--- config.mk ---
export PLATFORM = sky130hd
export DESIGN_NAME = little_box_regfile
export DESIGN_NICKNAME = d
export VERILOG_FILES = /design/src/rtl/little_box_regfile.sv
export SDC_FILE = /design/constraint.sdc
export NUM_CORES = 1
export LEC_CHECK = 0
export CORE_MARGIN = 1.5
export CORE_UTILIZATION = 55
export CTS_CLUSTER_SIZE = 25
export DETAILED_ROUTE_END_ITERATION = 10
export PLACE_DENSITY_LB_ADDON = 0.2
export REMOVE_ABC_BUFFERS = 1
export SETUP_SLACK_MARGIN = 0.05
export SYNTH_ARGS = -nofsm -noshare
export SYNTH_HDL_FRONTEND = slang
export SYNTH_SLANG_ARGS = --single-unit
--- constraint.sdc ---
create_clock -name clk -period 2.1 [get_ports clk]
set_input_delay 0.21 -clock clk [delete_from_list [all_inputs] [get_ports clk]]
set_output_delay 0.21 -clock clk [all_outputs]
set_load 0.02 [all_outputs]
--- src/rtl/little_box_regfile.sv ---
// DEPTH x WIDTH register file: one save port, two registered load ports,
// per-entry valid bits, same-cycle write bypass, bulk clear, occupancy count.
module little_box_regfile #(
  parameter int WIDTH = 8,
  parameter int DEPTH = 4,
  parameter int AW    = 2
) (
  input  logic             clk,
  input  logic             rst,
  input  logic             clear,
  input  logic             save,
  input  logic [AW-1:0]    save_addr,
  input  logic [WIDTH-1:0] value,
  input  logic             load_a,
  input  logic [AW-1:0]    addr_a,
  input  logic             load_b,
  input  logic [AW-1:0]    addr_b,
  output logic [WIDTH-1:0] out_a,
  output logic [WIDTH-1:0] out_b,
  output logic             valid_a,
  output logic             valid_b,
  output logic [AW:0]      used
);

  localparam logic [AW:0] FULL = (AW+1)'(DEPTH);

  logic [WIDTH-1:0] mem_q [DEPTH];
  logic [DEPTH-1:0] vld_q;
  logic [WIDTH-1:0] out_a_q, out_a_d;
  logic [WIDTH-1:0] out_b_q, out_b_d;
  logic             valid_a_q, valid_a_d;
  logic             valid_b_q, valid_b_d;
  logic [AW:0]      used_q, used_d;

  logic wr;
  logic hit_new;

  assign wr      = save & ~clear;
  assign hit_new = wr & ~vld_q[save_addr];

  // Bypass forwards the incoming word; clear forces every read to zero.
  always_comb begin
    out_a_d   = '0;
    valid_a_d = 1'b0;
    if (!clear && load_a) begin
      if (wr && addr_a == save_addr) begin
        out_a_d   = value;
        valid_a_d = 1'b1;
      end else begin
        out_a_d   = mem_q[addr_a];
        valid_a_d = vld_q[addr_a];
      end
    end
  end

  always_comb begin
    out_b_d   = '0;
    valid_b_d = 1'b0;
    if (!clear && load_b) begin
      if (wr && addr_b == save_addr) begin
        out_b_d   = value;
        valid_b_d = 1'b1;
      end else begin
        out_b_d   = mem_q[addr_b];
        valid_b_d = vld_q[addr_b];
      end
    end
  end

  always_comb begin
    used_d = used_q;
    if (clear)
      used_d = '0;
    else if (hit_new && used_q != FULL)
      used_d = used_q + (AW+1)'(1);
  end

  always_ff @(posedge clk or negedge rst) begin
    if (!rst) begin
      for (int i = 0; i < DEPTH; i++)
        mem_q[i] <= '0;
      vld_q     <= '0;
      out_a_q   <= '0;
      out_b_q   <= '0;
      valid_a_q <= 1'b0;
      valid_b_q <= 1'b0;
      used_q    <= '0;
    end else begin
      if (clear) begin
        for (int i = 0; i < DEPTH; i++)
          mem_q[i] <= '0;
        vld_q <= '0;
      end else if (save) begin
        mem_q[save_addr] <= value;
        vld_q[save_addr] <= 1'b1;
      end
      out_a_q   <= out_a_d;
      out_b_q   <= out_b_d;
      valid_a_q <= valid_a_d;
      valid_b_q <= valid_b_d;
      used_q    <= used_d;
    end
  end

  assign out_a   = out_a_q;
  assign out_b   = out_b_q;
  assign valid_a = valid_a_q;
  assign valid_b = valid_b_q;
  assign used    = used_q;

endmodule

==> results_dict.tcl, run 1 <==
set metrics [dict create \
    worst_slew_pin_slew_ps 769.9 \
    cts-htree-levels 3 \
    antenna_found_initial 0 \
    cp-start-kind "input port" \
    final_max_slew_viol_count 0 \
    std_cell_rows 26 \
    synth.avg_cell_area_um2 11.31 \
    netlist_top_cells_area "dfrtp_1, mux4_2, mux2i_1, a21oi_1, o31ai_1" \
    fmax_ghz 0.6000 \
    max-slew-margin-rel 0.4830 \
    die_area_um2 5838 \
    fin_tns_setup_ps 0 \
    hold_class "input port to asynchronous set/reset pin" \
    drive_gt1_frac 0.1810 \
    grt_first_pass_wirelength_um 12140 \
    design_area_um2 3740 \
    numClockSinks 57 \
    grt-ovfl-total 0 \
    path_clk_slew_ps 70 \
    synth_seq_area_share 0.4812 \
    clkLatencyLatePin_ps 340 \
    ios 41 \
    place_area_um2 3521 \
    finalHoldViolCount 0 \
    synthToLayoutAreaGrowth_pct 26.17 \
    crit_type "input port to flip-flop" \
    num-nets-final 332 \
    p_leak_nw 1.630 \
    wl_um 7238 \
    power.density_nw_per_um2 710.2 \
    diodes 0 \
    cts_buffer_depth 2 \
    grt_pass1_vias 2385 \
    finalCritPeriodShare 0.7936 \
    skew_ps 3.543 \
    ys_warn_count 0 \
    post_cts_buffers 0 \
    ys_types 27 \
    via_count 2313 \
    synth_area_um2 2964 \
    grt_max_degree 33 \
    core_area_um2 5140 \
    drv_cap 0 \
    min_period_ps 1667 \
    die_y_um 76.41 \
    avgRoutedWirePerCell_um 18.80 \
    ir_drop_v 0.0003798 \
    drc_errors 0 \
    grt_usage 0.2778 \
    cts_tree "done" \
    crit_fanout 9 \
    first_pass_iters 4 \
    worstPathRequired_ps 2370 \
    cts-root-buf "clkbuf_8" \
    synthCells 262 \
    synth_top_area_frac 0.4812 \
    cts_buffers 9 \
    place_congestion 0.8011 \
    fillerInstances 378 \
    start_util 0.5767 \
    portBuffers 40 \
    rsz0062_at_grt "false" \
    setup_viol 0 \
    hpwl_um 4831 \
    cp.arrival_ps 1930 \
    status "completed" \
    detail-route-antenna-nets 0 \
    routed_via_density 6.008 \
    cp-end-kind "flip-flop" \
    synth_largest_area_cell "dfrtp_1" \
    synth_seq_cells 57 \
    die_w_um 76.41 \
    drt_iter0_drc 204 \
]
==> registers in the layout (all words and copies together) (netlist names) <==
signal / count
valid_a: 1
out_a: 8
out_b: 8
mem_q: 32
vld_q: 4
used: 3
valid_b: 1
==> per-layer routing <==
| layer | up-vias | track usage | share of wire |
|---|---|---|---|
| met5 | - | 0 | 0 |
| met1 | 1146 | 0.3645 | 0.42 |
| met3 | 14 | 0.05150 | 0.066 |
| li1 | 1059 | - | - |
| met4 | 0 | 0.1426 | 0.019 |
| met2 | 94 | 0.4446 | 0.50 |
==> cell type report <==
type,count,area [µm²],share of cell area
Clock buffer,9,123.9,0.03312
Clock inverter,7,85.08,0.02275
Inverter,6,22.52,0.006022
Multi-Input combinational cell,178,1424,0.3807
Sequential cell,57,1426,0.3814
Tap cell,70,87.58,0.02342
Timing Repair Buffer,58,570.5,0.1526
==> placed cells by master, fill, tap and decap left out, types with 2 or more instances in the layout <==
cell type / instances
o21ai_0: 2
dfrtp_1: 57
ha_1: 2
o31ai_1: 17
xor2_1: 4
buf_4: 14
inv_1: 6
nand4_1: 16
or3_2: 2
clkbuf_8: 9
nand2b_1: 3
clkdlybuf4s50_1: 39
buf_12: 3
xnor2_1: 4
clkinv_2: 5
a31oi_1: 2
bufinv_16: 2
a21oi_1: 29
nor2_1: 30
nand3b_1: 2
nand2_1: 16
mux4_2: 19
mux2i_1: 24
==> cell usage after synthesis <==
master / n
nor3b_1: 1
inv_1: 6
or4_1: 1
clkbuf_1: 13
buf_1: 3
buf_6: 1
nor2_1: 30
or3_2: 2
ha_1: 2
nand4_1: 16
nor2b_1: 1
nand3_1: 1
o31ai_1: 17
a31oi_1: 2
buf_2: 4
nand2b_1: 3
mux4_2: 19
dfrtp_1: 57
a21bo_2: 1
nand3b_1: 2
mux2i_1: 24
xor2_1: 4
xnor2_1: 4
nand2_1: 16
a21oi_1: 29
o21ai_0: 2
and3_2: 1
==> through the flow <==
stage                     setup slack, ps  hold WS, ps  utilization  instances  power, mW
after global placement              133.9        232.0       0.6850        368      1.546
after detailed placement            105.2        240.8       0.6850        368      1.557
after global routing                338.2        468.0       0.7276        385      2.753
after CTS                           439.8        416.5       0.7276        385      2.663
after floorplan                     486.9       -85.59            -        241      1.348
final                               433.3        396.8       0.7276        385      2.656
==> final timing paths <==
check / endpoint / start / slack (ps) / cells after the start
min in group clk: mem_q[5] / mem_q[5] / 550 / 2
worst max-delay path: out_a[4] / addr_a[1] / 430 / 4
worst max register to register: used[2] / vld_q[3] / 440 / 3
worst min register to register: mem_q[5] / mem_q[5] / 550 / 2
max in group asynchronous: mem_q[26] / rst / 1130 / 3
worst min-delay path: mem_q[15] / rst / 400 / 2
==> critical path: stages <==
cell	delay, ps
clkdlybuf4s50_1	640
xnor2_1	690
nand4_1	210
a21oi_1	180
==> repair_timing <==
action | in CTS | in global routing
hold buffers | 1 | 0
hold endpoints to repair | 25 | 0
resized for setup | 0 | 0
==> where the power goes <==
group,switching (mW),internal (mW),total [mW]
Combinational,0.219,0.169,0.389
Clock,0.454,0.656,1.11
Sequential,0.0245,1.13,1.16
Total,0.698,1.96,2.66
==> cells by family (layout without fill, tap and decap cells) <==
logic type | count (synthesis) | after routing | share of synthesized area
compound gates | 51 | 51 | 0.1030
fa+ha+maj | 2 | 2 | 0.008441
simple gates | 74 | 74 | 0.1199
mux | 43 | 43 | 0.2254
buf+inv | 27 | 80 | 0.03841
flops | 57 | 57 | 0.4812
xor+xnor | 8 | 8 | 0.02364
Note: power is estimated with default switching activity, not from simulation.
==> run 2, diff against run 1 <==
- CORE_UTILIZATION: 55 -> 49
- clock period: 2.1 -> 1.4 ns (I/O delays scaled with it)
==> results_dict.tcl, run 2 (synthesis gave the netlist of run 1 again) <==
set metrics [dict create \
    status "complete, but fails checks" \
    routed_via_density 5.915 \
    regMostFlops "mem_q" \
    dp_cells 393 \
    fin_cells 414 \
    synthToLayoutAreaGrowth_pct 37.44 \
    first_pass_iters 5 \
    core_area_um2 5886 \
    grt_pass1_vias 2352 \
    whs_ps 320.6 \
    final_max_slew_viol_count 0 \
    cts_buffer_depth 2 \
    ir_drop_v 0.0007635 \
    finalCritPeriodShare 1.136 \
    hpwl_um 5091 \
    drc_errors 0 \
    cp.arrival_ps 1810 \
    antenna_found_initial 0 \
    clkLatencyLatePin_ps 340 \
    detail-route-antenna-nets 0 \
    std_cell_rows 28 \
    worstPathRequired_ps 1620 \
    min_period_ps 1591 \
    drive_gt1_frac 0.2684 \
    r2r_start "vld_q[3]" \
    crit_type "flip-flop to flip-flop" \
    drt_iter0_drc 209 \
    diodes 0 \
    violations "negative setup slack" \
    die_y_um 80.78 \
    place_congestion 0.8723 \
    power.total_mw 4.329 \
    r2r_slack_ps -190 \
    r2r_cells 4 \
    fmax_ghz 0.6286 \
    cts_buffers 9 \
    r2r_end "used[2]" \
    crit_fanout 5 \
    fin_tns_setup_ps -403.2 \
    avgRoutedWirePerCell_um 18.86 \
    worst_slew_pin_slew_ps 434.5 \
    grt_max_degree 58 \
    p_leak_nw 1.921 \
    cts-htree-levels 3 \
    drv_cap 0 \
    final_cell_mix "dfrtp_1, buf_4, nor2_1" \
    start_util 0.5036 \
    wl_um 7808 \
    cp-end-kind "flip-flop" \
    die_w_um 80.78 \
    grt-ovfl-total 0 \
    grt_usage 0.2522 \
    ios 41 \
    post-place-ws_ps -560.9 \
    cts-root-buf "clkbuf_8" \
    max-slew-margin-rel 0.7101 \
    grt_first_pass_wirelength_um 11860 \
    path_clk_slew_ps 70 \
    cp-start-kind "flip-flop" \
    num-nets-final 356 \
    via_count 2449 \
    finalHoldViolCount 0 \
    setup_slack_ps -190.8 \
    setup_viol 3 \
    final_common_cell "dfrtp_1" \
    cts_tree "done" \
    largest_reg_flops 32 \
    rsz0062_at_grt "true" \
    power.density_nw_per_um2 1062 \
    numClockSinks 57 \
    portBuffers 40 \
    hold_class "input port to asynchronous set/reset pin" \
    skew_ps 8.947 \
    fillerInstances 446 \
    die_area_um2 6525 \
]
## run 2: cell count changes in the layout (fill, tap and decap cells not counted), sizes merged
cell | previous run | this run
buf | 18 | 39
bufinv | 2 | 3
clkbuf | 9 | 14
clkdlybuf4s15 | 0 | 1
clkdlybuf4s50 | 39 | 15
clkinv | 5 | 1
clkinvlp | 0 | 1
dlygate4sd2 | 0 | 19
dlymetal6s2s | 0 | 4
## run 2: power by group
| group | internal [mW] | total, mW | switching, mW |
|---|---|---|---|
| Sequential | 1.70 | 1.73 | 0.0317 |
| Combinational | 0.316 | 0.688 | 0.372 |
| Clock | 1.23 | 1.91 | 0.682 |
## run 2: worst max-delay path, cell delays in order (launching register included)
cell,delay [ps]
dfrtp_1,390
mux4_2,540
buf_4,170
o31ai_2,280
a21oi_2,90
## run 2: stage by stage
step / area [µm²] / util
6_report: 4074 / 0.6922
5_1_grt: 4074 / 0.6922
4_1_cts: 3929 / 0.6675
3_5_place_dp: 3677 / 0.6248
3_3_place_gp: 3677 / 0.6248
2_1_floorplan: 2873 / -
## run 2: area by class of cell
type	count	area (µm²)	area share
multi-input cells	178	1508	0.3701
inverters	6	22.52	0.005528
repair buffers	82	779.5	0.1913
clock buffers	11	141.4	0.03471
flip-flops and latches	57	1426	0.3501
well taps	75	93.84	0.02303
clock inverters	5	102.6	0.02518
## run 2: what timing repair did
item / 4_1_cts / 5_1_grt
setup endpoints to repair: 37 / 21
hold endpoints to repair: 57 / 0
resized for setup: 23 / 23
hold buffers: 1 / 0
pin swaps: 0 / 2
buffers inserted: 0 / 1
cloned: 0 / 3
## run 2: how the worst max path moves through the flow
stage          endpoint  depth (start not counted)         start  slack, ps
2_1_floorplan   used[2]                          3      vld_q[3]       -160
3_3_place_gp    used[2]                          4  save_addr[0]       -490
3_5_place_dp    used[2]                          4  save_addr[0]       -560
4_1_cts         used[2]                          3      vld_q[0]       -230
5_1_grt         used[2]                          4      vld_q[0]       -230
6_report        used[2]                          4      vld_q[3]       -190
## run 2: per-layer routing
metal  track usage  share of wire  vias to the layer above
met5             0              0                        -
met4        0.1241          0.032                        0
met3       0.04607          0.053                       23
met2        0.4042           0.49                      115
met1        0.3318           0.42                     1203
li1              -              -                     1108
